**src/rtl/corr_win_sched_if.sv**
```systemverilog
// Link-controller / correlator signal bundle for corr_win_sched.
// The scheduler uses the slave modport; its environment drives the master side.
interface corr_win_sched_if #(
  parameter int CNT_W = 10
);
  logic             p_1us;
  logic             tslot_p;
  logic [2:0]       req;
  logic [63:0]      cac_sync;
  logic [63:0]      dac_sync;
  logic [63:0]      iac_sync;
  logic [CNT_W-1:0] regi_win_open;
  logic [CNT_W-1:0] regi_win_len;
  logic             corre_trgp;
  logic             correWindow;
  logic [63:0]      ref_sync;
  logic [2:0]       grant;
  logic             busy;
  logic             win_hit_p;
  logic             win_miss_p;

  modport master (
    output p_1us, tslot_p, req, cac_sync, dac_sync, iac_sync,
           regi_win_open, regi_win_len, corre_trgp,
    input  correWindow, ref_sync, grant, busy, win_hit_p, win_miss_p
  );

  modport slave (
    input  p_1us, tslot_p, req, cac_sync, dac_sync, iac_sync,
           regi_win_open, regi_win_len, corre_trgp,
    output correWindow, ref_sync, grant, busy, win_hit_p, win_miss_p
  );
endinterface

```
**src/rtl/corr_win_sched.sv**
```systemverilog
// Shares the sync-word correlator between CAC/DAC/IAC: grants one requester per slot,
// opens a timed correlation window and reports hit/miss. Define CORR_RR_EN for DAC/IAC round-robin.
module corr_win_sched #(
  parameter int CNT_W = 10
) (
  input  logic             clk_6M,
  input  logic             rstz,
  corr_win_sched_if.slave  bus
);

  typedef enum logic [1:0] {
    S_IDLE = 2'd0,
    S_WAIT = 2'd1,
    S_OPEN = 2'd2
  } state_t;

  localparam logic [CNT_W-1:0] CNT_ONE = CNT_W'(1);

  state_t           state;
  logic [CNT_W-1:0] dly_cnt;
  logic [CNT_W-1:0] len_cnt;
  logic [CNT_W-1:0] win_len_eff;
  logic             len_done;
  logic             abort;
  logic [2:0]       sel_grant;
  logic [63:0]      sel_sync;
`ifdef CORR_RR_EN
  logic             rr_prefer_iac;
`endif

  function automatic logic [CNT_W-1:0] sat_inc(input logic [CNT_W-1:0] v);
    return (&v) ? v : v + CNT_ONE;
  endfunction

  // NOTE: every always_comb output gets a default first, so no path can infer a latch.
  always_comb begin
    sel_grant = 3'b000;
    if (bus.req[0]) begin
      sel_grant = 3'b001;
    end else if (bus.req[1] && bus.req[2]) begin
`ifdef CORR_RR_EN
      sel_grant = rr_prefer_iac ? 3'b100 : 3'b010;
`else
      sel_grant = 3'b010;
`endif
    end else if (bus.req[1]) begin
      sel_grant = 3'b010;
    end else if (bus.req[2]) begin
      sel_grant = 3'b100;
    end
  end

  always_comb begin
    sel_sync = '0;
    unique case (sel_grant)
      3'b001:  sel_sync = bus.cac_sync;
      3'b010:  sel_sync = bus.dac_sync;
      3'b100:  sel_sync = bus.iac_sync;
      default: sel_sync = '0;
    endcase
  end

  // A programmed length of 0 behaves as a 1 us window; compare one bit wider to avoid wrap.
  assign win_len_eff = (bus.regi_win_len == '0) ? CNT_ONE : bus.regi_win_len;
  assign len_done    = ({1'b0, len_cnt} + {{CNT_W{1'b0}}, 1'b1}) >= {1'b0, win_len_eff};
  assign abort       = ~|(bus.req & bus.grant);
  assign bus.busy    = (state != S_IDLE);

  // NOTE: all sequential state uses non-blocking assignments so every register samples pre-edge values.
  always_ff @(posedge clk_6M or negedge rstz) begin
    if (!rstz) begin
      state           <= S_IDLE;
      dly_cnt         <= '0;
      len_cnt         <= '0;
      bus.correWindow <= 1'b0;
      bus.ref_sync    <= '0;
      bus.grant       <= '0;
      bus.win_hit_p   <= 1'b0;
      bus.win_miss_p  <= 1'b0;
`ifdef CORR_RR_EN
      rr_prefer_iac   <= 1'b0;
`endif
    end else begin
      bus.win_hit_p  <= 1'b0;
      bus.win_miss_p <= 1'b0;
      unique case (state)
        S_IDLE: begin
          if (bus.tslot_p && |bus.req) begin
            bus.grant    <= sel_grant;
            bus.ref_sync <= sel_sync;
            dly_cnt      <= '0;
            state        <= S_WAIT;
`ifdef CORR_RR_EN
            if (sel_grant[1])      rr_prefer_iac <= 1'b1;
            else if (sel_grant[2]) rr_prefer_iac <= 1'b0;
`endif
          end
        end
        S_WAIT: begin
          if (abort) begin
            bus.correWindow <= 1'b0;
            bus.grant       <= '0;
            bus.ref_sync    <= '0;
            state           <= S_IDLE;
          end else if (bus.p_1us) begin
            if (dly_cnt == bus.regi_win_open) begin
              bus.correWindow <= 1'b1;
              len_cnt         <= '0;
              state           <= S_OPEN;
            end else begin
              dly_cnt <= sat_inc(dly_cnt);
            end
          end
        end
        S_OPEN: begin
          // Abort beats hit/miss; hit beats a coincident expiry.
          if (abort) begin
            bus.correWindow <= 1'b0;
            bus.grant       <= '0;
            bus.ref_sync    <= '0;
            state           <= S_IDLE;
          end else if (bus.p_1us) begin
            if (bus.corre_trgp || len_done) begin
              bus.correWindow <= 1'b0;
              bus.grant       <= '0;
              bus.ref_sync    <= '0;
              bus.win_hit_p   <= bus.corre_trgp;
              bus.win_miss_p  <= ~bus.corre_trgp;
              state           <= S_IDLE;
            end else begin
              len_cnt <= sat_inc(len_cnt);
            end
          end
        end
        default: begin
          bus.correWindow <= 1'b0;
          bus.grant       <= '0;
          bus.ref_sync    <= '0;
          state           <= S_IDLE;
        end
      endcase
    end
  end

endmodule

```
**src/flat_wrapper.sv**
```systemverilog
// flat-port wrapper written by rule: the top's interface ports become plain ports
module corr_win_sched_flat 
#(
  parameter int CNT_W = 10
)
  (clk_6M, rstz, bus_p_1us, bus_tslot_p, bus_req, bus_cac_sync, bus_dac_sync, bus_iac_sync, bus_regi_win_open, bus_regi_win_len, bus_corre_trgp, bus_correWindow, bus_ref_sync, bus_grant, bus_busy, bus_win_hit_p, bus_win_miss_p);
  corr_win_sched_if #(.CNT_W(CNT_W)) bus_i ();
  input  logic clk_6M;
  input  logic rstz;
  input wire logic [$bits(bus_i.p_1us)-1:0] bus_p_1us;
  input wire logic [$bits(bus_i.tslot_p)-1:0] bus_tslot_p;
  input wire logic [$bits(bus_i.req)-1:0] bus_req;
  input wire logic [$bits(bus_i.cac_sync)-1:0] bus_cac_sync;
  input wire logic [$bits(bus_i.dac_sync)-1:0] bus_dac_sync;
  input wire logic [$bits(bus_i.iac_sync)-1:0] bus_iac_sync;
  input wire logic [$bits(bus_i.regi_win_open)-1:0] bus_regi_win_open;
  input wire logic [$bits(bus_i.regi_win_len)-1:0] bus_regi_win_len;
  input wire logic [$bits(bus_i.corre_trgp)-1:0] bus_corre_trgp;
  output wire logic [$bits(bus_i.correWindow)-1:0] bus_correWindow;
  output wire logic [$bits(bus_i.ref_sync)-1:0] bus_ref_sync;
  output wire logic [$bits(bus_i.grant)-1:0] bus_grant;
  output wire logic [$bits(bus_i.busy)-1:0] bus_busy;
  output wire logic [$bits(bus_i.win_hit_p)-1:0] bus_win_hit_p;
  output wire logic [$bits(bus_i.win_miss_p)-1:0] bus_win_miss_p;
  assign bus_i.p_1us = bus_p_1us;
  assign bus_i.tslot_p = bus_tslot_p;
  assign bus_i.req = bus_req;
  assign bus_i.cac_sync = bus_cac_sync;
  assign bus_i.dac_sync = bus_dac_sync;
  assign bus_i.iac_sync = bus_iac_sync;
  assign bus_i.regi_win_open = bus_regi_win_open;
  assign bus_i.regi_win_len = bus_regi_win_len;
  assign bus_i.corre_trgp = bus_corre_trgp;
  assign bus_correWindow = bus_i.correWindow;
  assign bus_ref_sync = bus_i.ref_sync;
  assign bus_grant = bus_i.grant;
  assign bus_busy = bus_i.busy;
  assign bus_win_hit_p = bus_i.win_hit_p;
  assign bus_win_miss_p = bus_i.win_miss_p;
  corr_win_sched #(.CNT_W(CNT_W)) u_core (.clk_6M(clk_6M), .rstz(rstz), .bus(bus_i));
endmodule
```
**config.mk**
```make
export PLATFORM = sky130hd
export DESIGN_NAME = corr_win_sched_flat
export DESIGN_NICKNAME = d
export VERILOG_FILES = /design/src/rtl/corr_win_sched_if.sv /design/src/rtl/corr_win_sched.sv /design/src/flat_wrapper.sv
export SDC_FILE = /design/constraint.sdc
export NUM_CORES = 1
export LEC_CHECK = 0
export BUFFER_PORTS_ARGS = -buffer_cell sky130_fd_sc_hd__buf_2
export CAP_MARGIN = 10
export CORE_ASPECT_RATIO = 0.7
export CORE_MARGIN = 4
export CORE_UTILIZATION = 47
export CTS_CLUSTER_DIAMETER = 120
export DETAILED_ROUTE_END_ITERATION = 16
export PLACE_DENSITY = 0.82
export SETUP_SLACK_MARGIN = 0.2
export SLEW_MARGIN = 10
export SYNTH_ARGS = -nofsm -noshare
export SYNTH_HDL_FRONTEND = slang
export SYNTH_SLANG_ARGS = --single-unit
```
**constraint.sdc**
```tcl
create_clock -name clk_6M -period 3.4 [get_ports clk_6M]
set_input_delay 0.34 -clock clk_6M [delete_from_list [all_inputs] [get_ports clk_6M]]
set_output_delay 0.34 -clock clk_6M [all_outputs]
set_load 0.01 [all_outputs]
```
==> results.cfg <==
[synthesis]
yosysUniqueCellTypes = 51
async_flop_share_pct = 100
ys.warnings.count = 0
seq_area_frac_synth_pct = 39.9
synthFlopType = dfrtp_1
synth_nets = 822
synth-seq-cells = 92
mappedNetlistArea_sq_um = 5770
synth_edf_count = 0
syn_inst = 590
syn_area_per_cell_sq_um = 9.78

[place]
dp.cells = 999
place_congestion = 0.889
port_buffers = 290
post-dp-hpwl_mm = 13.5

[worst_setup_path]
crit_type = reg2reg
worstSetupEndpointType = register
critPathMaxFanout = 28
critical_path_arrival_ps = 3320
cp.required_ps = 3630
startpoint_type = register

[cts]
cts_root_buf = clkbuf_16
clk_latency_ps = 340
cts_tree = built
cts_htree_levels = 3
cts_buffer_depth = 2
cts-hold-fix-buffers = 0
clkTransAtPathRegs_ps = 70
cts_buffers = 9
cts_sinks = 92

[die]
die-area_sq_um = 14100
rows = 33
fp.dieW_um = 140
ioPinCount = 291
dieHeight_um = 101
core_sq_um = 11900
initial_core_util_pct = 48.7

[grt]
gr-usage-all-layers_pct = 24.3
grt_pass1_wl_mm = 27.7
grt_pass1_vias = 5489
grt_antenna_before_repair = 2
grt_max_degree = 68
grt.overflow.total = 0

[drt]
wl_per_cell_um = 18.0
drt_iter0_drc = 386
firstDrtPassIters = 5
dr_total_vias = 5830
drt_wl_total_mm = 18.5
drc_errors = 0
routed_via_density = 5.69
final_antenna_net_count = 0

[sta]
final_hold_viol_count = 0
fin_skew_ps = 8.49
relSlewSlack_pct = 51.2
finalCriticalPeriod_ps = 3090
fmax_mhz = 323
worst_slew_pin_slew_ps = 732
rsz0062_at_grt = no
holdWs_ps = 8.59
finalSetupViolCount = 0
finalMaxSlewViolations = 0
timing.final.crit_share_pct = 90.9
tns_ps = 0

[run]
max_cap_viol_count = 0

[layout]
layoutNonFillerInstCount = 1024
area_growth_pct = 34.4
drive_gt1_share_pct = 43.5
fin_nets = 1093

[worst_hold_path]
worstHoldPathType = in2async

[power]
cellPowerDensity_nw_per_um2 = 567
peakVddDrop_mv = 0.283
p_total_mw = 4.40
leakage_nw = 3.97

[status]
run_status = completed
## layer usage
metal / part of all wire (%) / wire (um) / global-route usage [%]
met5: 0 / 0 / 0
met4: 1.7 / 322 / 6.33
met3: 7.5 / 1390 / 5.50
met2: 49 / 9100 / 40.8
met1: 42 / 7670 / 32.0
## power breakdown
| group | total, mW | switching (mW) | internal, mW |
|---|---|---|---|
| clock | 1.05 | 0.411 | 0.638 |
| combinational | 1.73 | 0.899 | 0.830 |
| sequential | 1.62 | 0.187 | 1.43 |
| total | 4.40 | 1.50 | 2.90 |
## sequential cells by signal (all words and copies together) (netlist names)
| name | count |
|---|---|
| u_core.len_cnt | 10 |
| u_core.bus.ref_sync | 64 |
| u_core.dly_cnt | 10 |
| u_core.bus.win_miss_p | 1 |
| u_core.state | 2 |
| u_core.bus.win_hit_p | 1 |
| u_core.bus.grant | 3 |
| u_core.bus.correWindow | 1 |
## path summary, 6_finish.rpt
path	depth (start not counted)	to	from	slack [ps]
worst max register to register	11	u_core.bus.ref_sync[16]	u_core.len_cnt[0]	310
worst min register to register	1	u_core.bus.ref_sync[53]	u_core.bus.ref_sync[53]	480
worst max-delay path	11	u_core.bus.ref_sync[16]	u_core.len_cnt[0]	310
min in group clk_6M	2	u_core.dly_cnt[3]	bus_tslot_p	270
max in group asynchronous	2	u_core.dly_cnt[4]	rstz	2590
worst min-delay path	1	u_core.bus.ref_sync[42]	rstz	9
## cells by family after synthesis
family	after synthesis	share of synthesized area [%]
AO/OA/AOI/OAI	175	22.7
XOR/XNOR	21	3.19
adder cells (fa/ha/maj)	12	2.60
buffers and inverters	64	5.16
flip-flops	92	39.9
multiplexers	69	13.4
AND/OR/NAND/NOR	157	12.9
## critical path: stages, from the launching register on
cell	delay, ps
dfrtp_1	390
buf_4	140
and3_1	210
and3_1	220
nand3_1	170
xnor2_1	200
ha_1	310
nand3_1	120
o21ai_1	310
o21a_4	290
buf_8	240
mux2_2	370
## synth_stat cells (6+ instances only)
library cell	instances	share of area (%)
dfrtp_1	92	40
nor2_1	73	4.8
o21ai_0	70	6.1
a221o_1	64	11
mux2_2	38	7.4
clkbuf_1	37	2.4
mux2_1	30	5.9
nand2_1	18	1.2
nand3_1	15	1.3
inv_1	14	0.91
xor2_1	14	2.1
ha_1	12	2.6
a21oi_1	8	0.69
xnor2_1	7	1.1
nand2b_1	6	0.65
nor3_1	6	0.52
o31ai_1	6	0.78
or4_1	6	0.78
## metrics by stage
| step | utilization (%) | cell area [sq um] | worst slack [ps] |
|---|---|---|---|
| after global routing | 65.4 | 7750 | 195 |
| after global placement | 61.6 | 7300 | 236 |
| final | 65.4 | 7750 | 309 |
| after CTS | 64.4 | 7630 | 212 |
| after detailed placement | 61.6 | 7300 | 152 |
| after floorplan | - | 5770 | 273 |
## final cells by class
class | count | area, sq um
Inverter | 14 | 52.6
Multi-Input combinational cell | 434 | 3210
Clock buffer | 10 | 229
Clock inverter | 5 | 77.6
Antenna cell | 2 | 5.00
Sequential cell | 92 | 2300
Fill cell | 987 | 4100
Timing Repair Buffer | 310 | 1680
Tap cell | 157 | 196
## placed cells by master (no fill, tap or decap), types with 2 or more instances in the layout
master     instances
a22o_1             5
buf_2            289
nor3_1             6
nand4_1            4
a21oi_1            8
inv_1             14
or2_2              4
nand2_1           18
a221o_1           64
clkbuf_16         11
mux2_1            30
nor2_1            71
nand3_1           15
dfrtp_1           92
a21o_1             3
ha_1              11
mux2_2            38
nor4_1             4
nand2b_1           6
o21ai_0           70
and3_1             3
a21boi_1           2
bufinv_16          2
clkinv_2           2
nor2b_1            4
buf_4             15
xor2_1            13
or4_1              6
and2_1             3
nor3b_1            3
o31ai_1            6
diode_2            2
o211ai_1           4
o21bai_1           2
xnor2_1            7
nand3b_1           2
## what timing repair did
item	CTS	global route
cloned	0	3
pin swaps	0	4
setup buffers	2	3
resized for setup	3	7
endpoints found under the setup margin	64	77
No activity file was read; power rests on OpenSTA's default activity.
